==> src/rtl/pool_frame_arbiter_if.sv <==
// Bundle between the two conv requesters, the frame arbiter and the shared maxpool.
// master = requester/pool side, slave = arbiter.
interface pool_frame_arbiter_if #(
   parameter int CONV_BIT = 12
);
   logic                  req_a;
   logic                  req_b;
   logic                  valid_a;
   logic                  valid_b;
   logic [3*CONV_BIT-1:0] data_a;
   logic [3*CONV_BIT-1:0] data_b;
   logic                  gnt_a;
   logic                  gnt_b;
   logic                  pool_clr_n;
   logic                  pool_valid_in;
   logic [CONV_BIT-1:0]   pool_conv_out_1;
   logic [CONV_BIT-1:0]   pool_conv_out_2;
   logic [CONV_BIT-1:0]   pool_conv_out_3;
   logic                  pool_valid_out;
   logic                  owner;
   logic                  busy;
   logic                  done_a;
   logic                  done_b;
   logic                  err_overrun;

   modport master (
      output req_a, req_b, valid_a, valid_b, data_a, data_b, pool_valid_out,
      input  gnt_a, gnt_b, pool_clr_n, pool_valid_in,
      input  pool_conv_out_1, pool_conv_out_2, pool_conv_out_3,
      input  owner, busy, done_a, done_b, err_overrun
   );

   modport slave (
      input  req_a, req_b, valid_a, valid_b, data_a, data_b, pool_valid_out,
      output gnt_a, gnt_b, pool_clr_n, pool_valid_in,
      output pool_conv_out_1, pool_conv_out_2, pool_conv_out_3,
      output owner, busy, done_a, done_b, err_overrun
   );
endinterface

==> src/rtl/pool_frame_arbiter.sv <==
// Frame-granular round-robin share of one maxpool between conv requesters A and B.
// Owner samples reach the pool 1 cycle later; no stall path, samples while ungranted are dropped.
module pool_frame_arbiter #(
   parameter int CONV_BIT    = 12,
   parameter int HALF_WIDTH  = 12,
   parameter int HALF_HEIGHT = 12,
   parameter int IN_CNT_BIT  = 10,
   parameter int OUT_CNT_BIT = 8
) (
   input logic              clk,
   input logic              rst_n,
   pool_frame_arbiter_if.slave bus
);
   localparam logic [IN_CNT_BIT-1:0]  IN_LAST   = IN_CNT_BIT'(4*HALF_WIDTH*HALF_HEIGHT - 1);
   localparam logic [OUT_CNT_BIT-1:0] OUT_TOTAL = OUT_CNT_BIT'(HALF_WIDTH*HALF_HEIGHT);
   localparam logic [OUT_CNT_BIT-1:0] OUT_MAX   = '1;

   typedef enum logic [1:0] {IDLE, CLEAR, RUN, DRAIN} state_t;

   state_t                 state;
   logic                   last_owner;
   logic [IN_CNT_BIT-1:0]  in_cnt;
   logic [OUT_CNT_BIT-1:0] out_cnt;
   logic                   pick_b;
   logic                   own_vld;
   logic [3*CONV_BIT-1:0]  own_dat;

   // B wins when it asks alone, or when both ask and A had the previous frame.
   assign pick_b  = bus.req_b && (!bus.req_a || !last_owner);
   assign own_vld = bus.owner ? bus.valid_b : bus.valid_a;
   assign own_dat = bus.owner ? bus.data_b  : bus.data_a;

   always_ff @(posedge clk or negedge rst_n) begin
      if (!rst_n) begin
         state               <= IDLE;
         last_owner          <= 1'b1;
         in_cnt              <= '0;
         out_cnt             <= '0;
         bus.gnt_a           <= 1'b0;
         bus.gnt_b           <= 1'b0;
         bus.pool_clr_n      <= 1'b0;
         bus.pool_valid_in   <= 1'b0;
         bus.pool_conv_out_1 <= '0;
         bus.pool_conv_out_2 <= '0;
         bus.pool_conv_out_3 <= '0;
         bus.owner           <= 1'b0;
         bus.busy            <= 1'b0;
         bus.done_a          <= 1'b0;
         bus.done_b          <= 1'b0;
         bus.err_overrun     <= 1'b0;
      end else begin
         bus.done_a        <= 1'b0;
         bus.done_b        <= 1'b0;
         bus.pool_valid_in <= 1'b0;
         bus.pool_clr_n    <= 1'b1;

         if (bus.pool_valid_out) begin
            if (state == IDLE || state == CLEAR) begin
               bus.err_overrun <= 1'b1;
            end else begin
               if (out_cnt == OUT_TOTAL) bus.err_overrun <= 1'b1;
               if (out_cnt != OUT_MAX)   out_cnt <= out_cnt + 1'b1;
            end
         end

         case (state)
            IDLE: begin
               if (bus.req_a || bus.req_b) begin
                  bus.owner      <= pick_b;
                  in_cnt         <= '0;
                  out_cnt        <= '0;
                  bus.pool_clr_n <= 1'b0;
                  bus.busy       <= 1'b1;
                  state          <= CLEAR;
               end
            end
            CLEAR: begin
               bus.gnt_a <= !bus.owner;
               bus.gnt_b <= bus.owner;
               state     <= RUN;
            end
            RUN: begin
               if (own_vld) begin
                  bus.pool_valid_in   <= 1'b1;
                  bus.pool_conv_out_1 <= own_dat[CONV_BIT-1:0];
                  bus.pool_conv_out_2 <= own_dat[2*CONV_BIT-1:CONV_BIT];
                  bus.pool_conv_out_3 <= own_dat[3*CONV_BIT-1:2*CONV_BIT];
                  in_cnt              <= in_cnt + 1'b1;
                  if (in_cnt == IN_LAST) begin
                     bus.gnt_a <= 1'b0;
                     bus.gnt_b <= 1'b0;
                     state     <= DRAIN;
                  end
               end
            end
            DRAIN: begin
               if (out_cnt == OUT_TOTAL) begin
                  bus.done_a <= !bus.owner;
                  bus.done_b <= bus.owner;
                  last_owner <= bus.owner;
                  bus.busy   <= 1'b0;
                  state      <= IDLE;
               end
            end
            default: state <= IDLE;
         endcase
      end
   end
endmodule

==> src/flat_wrapper.sv <==
// flat-port wrapper written by rule: the top's interface ports become plain ports
module pool_frame_arbiter_flat 
#(
   parameter int CONV_BIT    = 12,
   parameter int HALF_WIDTH  = 12,
   parameter int HALF_HEIGHT = 12,
   parameter int IN_CNT_BIT  = 10,
   parameter int OUT_CNT_BIT = 8
)
  (clk, rst_n, bus_req_a, bus_req_b, bus_valid_a, bus_valid_b, bus_data_a, bus_data_b, bus_pool_valid_out, bus_gnt_a, bus_gnt_b, bus_pool_clr_n, bus_pool_valid_in, bus_pool_conv_out_1, bus_pool_conv_out_2, bus_pool_conv_out_3, bus_owner, bus_busy, bus_done_a, bus_done_b, bus_err_overrun);
  pool_frame_arbiter_if #(.CONV_BIT(CONV_BIT)) bus_i ();
  input logic clk;
  input logic rst_n;
  input wire logic [$bits(bus_i.req_a)-1:0] bus_req_a;
  input wire logic [$bits(bus_i.req_b)-1:0] bus_req_b;
  input wire logic [$bits(bus_i.valid_a)-1:0] bus_valid_a;
  input wire logic [$bits(bus_i.valid_b)-1:0] bus_valid_b;
  input wire logic [$bits(bus_i.data_a)-1:0] bus_data_a;
  input wire logic [$bits(bus_i.data_b)-1:0] bus_data_b;
  input wire logic [$bits(bus_i.pool_valid_out)-1:0] bus_pool_valid_out;
  output wire logic [$bits(bus_i.gnt_a)-1:0] bus_gnt_a;
  output wire logic [$bits(bus_i.gnt_b)-1:0] bus_gnt_b;
  output wire logic [$bits(bus_i.pool_clr_n)-1:0] bus_pool_clr_n;
  output wire logic [$bits(bus_i.pool_valid_in)-1:0] bus_pool_valid_in;
  output wire logic [$bits(bus_i.pool_conv_out_1)-1:0] bus_pool_conv_out_1;
  output wire logic [$bits(bus_i.pool_conv_out_2)-1:0] bus_pool_conv_out_2;
  output wire logic [$bits(bus_i.pool_conv_out_3)-1:0] bus_pool_conv_out_3;
  output wire logic [$bits(bus_i.owner)-1:0] bus_owner;
  output wire logic [$bits(bus_i.busy)-1:0] bus_busy;
  output wire logic [$bits(bus_i.done_a)-1:0] bus_done_a;
  output wire logic [$bits(bus_i.done_b)-1:0] bus_done_b;
  output wire logic [$bits(bus_i.err_overrun)-1:0] bus_err_overrun;
  assign bus_i.req_a = bus_req_a;
  assign bus_i.req_b = bus_req_b;
  assign bus_i.valid_a = bus_valid_a;
  assign bus_i.valid_b = bus_valid_b;
  assign bus_i.data_a = bus_data_a;
  assign bus_i.data_b = bus_data_b;
  assign bus_i.pool_valid_out = bus_pool_valid_out;
  assign bus_gnt_a = bus_i.gnt_a;
  assign bus_gnt_b = bus_i.gnt_b;
  assign bus_pool_clr_n = bus_i.pool_clr_n;
  assign bus_pool_valid_in = bus_i.pool_valid_in;
  assign bus_pool_conv_out_1 = bus_i.pool_conv_out_1;
  assign bus_pool_conv_out_2 = bus_i.pool_conv_out_2;
  assign bus_pool_conv_out_3 = bus_i.pool_conv_out_3;
  assign bus_owner = bus_i.owner;
  assign bus_busy = bus_i.busy;
  assign bus_done_a = bus_i.done_a;
  assign bus_done_b = bus_i.done_b;
  assign bus_err_overrun = bus_i.err_overrun;
  pool_frame_arbiter #(.CONV_BIT(CONV_BIT), .HALF_WIDTH(HALF_WIDTH), .HALF_HEIGHT(HALF_HEIGHT), .IN_CNT_BIT(IN_CNT_BIT), .OUT_CNT_BIT(OUT_CNT_BIT)) u_core (.clk(clk), .rst_n(rst_n), .bus(bus_i));
endmodule
==> config.mk <==
export PLATFORM = sky130hd
export DESIGN_NAME = pool_frame_arbiter_flat
export DESIGN_NICKNAME = d
export VERILOG_FILES = /design/src/rtl/pool_frame_arbiter_if.sv /design/src/rtl/pool_frame_arbiter.sv /design/src/flat_wrapper.sv
export SDC_FILE = /design/constraint.sdc
export NUM_CORES = 1
export LEC_CHECK = 0
export BUFFER_PORTS_ARGS = -buffer_cell sky130_fd_sc_hd__buf_2
export CORE_AREA = 2 2 81 83
export CTS_CLUSTER_DIAMETER = 200
export DETAILED_ROUTE_END_ITERATION = 16
export DIE_AREA = 0 0 83 85
export PLACE_DENSITY = 0.86
export RECOVER_POWER = 25
export SLEW_MARGIN = 10
export SYNTH_ARGS = -nofsm -noshare
export SYNTH_HDL_FRONTEND = slang
export SYNTH_SLANG_ARGS = --single-unit
export TNS_END_PERCENT = 5
==> constraint.sdc <==
create_clock -name clk -period 4.16 [get_ports clk]
set_input_delay 0.208 -clock clk [delete_from_list [all_inputs] [get_ports clk]]
set_output_delay 0.208 -clock clk [all_outputs]
set_load 0.02 [all_outputs]
==> flow_summary.yaml <==
timing:
  slew_headroom: -0.157
  finalCriticalPeriod_ns: 2.36
  tns_ns: 0
  tightest_slew_ns: 1.74
  clock_skew_ns: 0.0104
  hold_viol: 0
  setup_viol: 0
  finalMaxSlewViolations: 33
  rsz0062_at_grt: "false"
  whs_ns: 0.147
  fmax_ghz: 0.423
  finalCritPeriodShare: 0.568
drt:
  wl_um: 7610
  dr_total_vias: 2749
  wire_per_inst_um: 14.8
  ant_nets: 0
  drtPass1Iterations: 4
  drc: 0
  drtIter0Drc: 160
  vias_per_cell: 5.35
global_routing:
  busiest_layer: "met2"
  grt_pass1_wl_um: 12600
  grt_max_degree: 75
  use_met2: 0.390
  overflow: 0
  grt_pass1_vias: 2704
  antenna_found_initial: 0
  use_met3: 0.0409
  global_route.usage.met1: 0.271
  track_usage: 0.222
finish:
  num-fill-cells: 487
  layout_common_cells: "buf_2, dfrtp_1, nand2_1"
  layout-drive-gt1-share: 0.304
  nets: 519
  antenna_cells: 0
  syn_to_final_growth_pct: 26.7
  layout_commonest_cell: "buf_2"
clock_tree:
  htreeDepth: 3
  numCtsBuffers: 9
  postCtsSetupRepairBufs: 0
  cts_tree: "built"
  insertion_delay_ns: 0.34
  clk_transition_reported_paths_ns: 0.07
  cts.sinks: 66
  clockBufferDepth: 2
  cts_root_buf: "clkbuf_8"
synth:
  yosysWarnings: 0
  synth_fa_ha_area_frac: 0.0272
  synth_cells: 313
  synth_top_family_by_area: "simple AND/OR/NAND/NOR gates"
  synthArstFlopShare: 1.00
  synthSimpleGateAreaFrac: 0.144
  synthXorXnorAreaFrac: 0.00817
  ys.flop_type: "dfrtp_1"
  syn_nets: 399
  syn_area_mm2: 0.00321
  synthMuxAreaShare: 0.132
  synth_compound_area_frac: 0.141
  ys_types: 48
  synth-edff-count: 0
  ys_seq_area_frac: 0.514
  synth.avg_cell_area_um2: 10.3
  ys_ff_latch: 66
worst_hold_path:
  holdCritStartpoint: "bus_pool_valid_out"
  min_path_type: "in2reg"
  whs_endpoint: "u_core.bus.err_overrun"
  holdPathStages: 3
floorplan:
  die_x_um: 83
  core.rowCount: 29
  die_area_mm2: 0.00706
  initial_core_util: 0.518
  io_pins: 124
  core_mm2: 0.00620
  die_h_um: 85
power:
  p_per_area_mw_per_mm2: 732
  leakagePower_nw: 2.09
  vdd_ir_drop_max_v: 0.000451
placed_design:
  gp_congestion: 0.887
  dp_hpwl_um: 5540
  io_buffer_count: 123
critical_path:
  critPathLaunchType: "register"
  cp-end-kind: "register"
  r2r_cells: 5
  worstPathRequired_ns: 4.43
  r2r_setup_slack_ns: 1.80
  worst-path-max-fanout: 74
  reg2reg_from: "u_core.bus.owner"
  crit_type: "reg2reg"
  cp.arrival_ns: 2.64
  r2r_end: "u_core.bus.gnt_a"
  cp-startpoint: "u_core.bus.owner"
status:
  status: "complete, but fails checks"
  violations: "capacitance limit, slew limit"
run:
  cap_viol_max_count: 1
==> worst max-delay path: stages, from the launching register on <==
cell      delay [ns]
dfrtp_2         0.37
mux2i_1         0.38
nand2b_2        0.94
inv_1           0.13
o21ai_0         0.29
a22o_1          0.17
==> cell usage after synthesis, drive strengths merged (3+ instances only) <==
cell / count / share of area
o31ai: 6 / 0.016
nor3: 3 / 0.0047
nand2b: 3 / 0.0058
o21ai: 41 / 0.064
dfrtp: 65 / 0.51
a22o: 3 / 0.0082
or3: 3 / 0.0058
mux2i: 40 / 0.12
clkbuf: 11 / 0.013
o211ai: 3 / 0.0070
nor2: 13 / 0.015
inv: 10 / 0.012
nand3: 6 / 0.0093
buf: 6 / 0.0090
a21oi: 9 / 0.014
ha: 7 / 0.027
nand4: 6 / 0.012
nand2: 44 / 0.051
and3: 3 / 0.0058
==> power breakdown <==
group	switching (W)	total (W)	internal, W
clock	0.000244	0.000578	0.000335
combinational	0.000850	0.00133	0.000484
sequential	0.000168	0.00107	0.000900
total	0.00126	0.00298	0.00172
==> kinds of logic (layout without fill, tap and decap cells) <==
logic type | Yosys count | in the layout
xor gates and xnor gates | 3 | 3
DFF | 66 | 66
and+or+nand+nor | 94 | 94
adders and majority gates | 7 | 7
AOI/OAI and AO/OA | 74 | 74
buffers and inverters | 27 | 151
muxes | 42 | 42
==> what timing repair did <==
item,CTS,global route
hold buffers,1,0
gates resized for setup,0,0
hold endpoints to repair,31,0
==> flip-flops by register name, indices dropped and copies added, names as in the netlist <==
| name | count |
|---|---|
| u_core.bus.pool_clr_n | 1 |
| u_core.in_cnt | 10 |
| u_core.state | 2 |
| u_core.last_owner | 1 |
| u_core.bus.done_a | 1 |
| u_core.bus.pool_conv_out_1 | 12 |
| u_core.bus.busy | 1 |
| u_core.bus.pool_conv_out_2 | 12 |
| u_core.bus.pool_valid_in | 1 |
| u_core.bus.owner | 1 |
| u_core.bus.gnt_b | 1 |
| u_core.out_cnt | 8 |
| u_core.bus.pool_conv_out_3 | 12 |
| u_core.bus.gnt_a | 1 |
| u_core.bus.err_overrun | 1 |
| u_core.bus.done_b | 1 |
==> worst max-delay path by stage <==
stage                            end  slack (ns)  cells past startpoint
detailed placement  u_core.bus.gnt_a        1.77                      5
global route        u_core.bus.gnt_b        1.50                      5
floorplan           u_core.in_cnt[6]        2.28                      7
CTS                 u_core.bus.gnt_b        1.74                      5
finish              u_core.bus.gnt_a        1.80                      5
global placement    u_core.bus.gnt_b        1.89                      5
==> area by class of cell <==
type	count	area, um^2	area share
multi-input cells	220	1460	0.358
well taps	77	96.3	0.0237
inverters	10	37.5	0.00922
flip-flops and latches	66	1650	0.406
clock buffers	10	128	0.0313
clock inverters	5	78.8	0.0194
repair buffers	126	622	0.153
==> per-layer routing <==
layer | up-vias | routed length [um]
li1 | 1355 | -
met1 | 1286 | 3140
met2 | 98 | 3990
met3 | 10 | 351
met4 | 0 | 126
met5 | - | 0
==> through the flow <==
stage / setup WS [ns] / area (um^2) / utilization / power, W / std cells
floorplan: 2.28 / 3210 / - / 0.00201 / 313
global placement: 1.89 / 3870 / 0.625 / 0.00236 / 498
detailed placement: 1.77 / 3870 / 0.625 / 0.00244 / 498
CTS: 1.74 / 4090 / 0.659 / 0.00302 / 514
global route: 1.50 / 4070 / 0.656 / 0.00319 / 514
finish: 1.80 / 4070 / 0.656 / 0.00298 / 514
(Power assumes the default switching activity.)
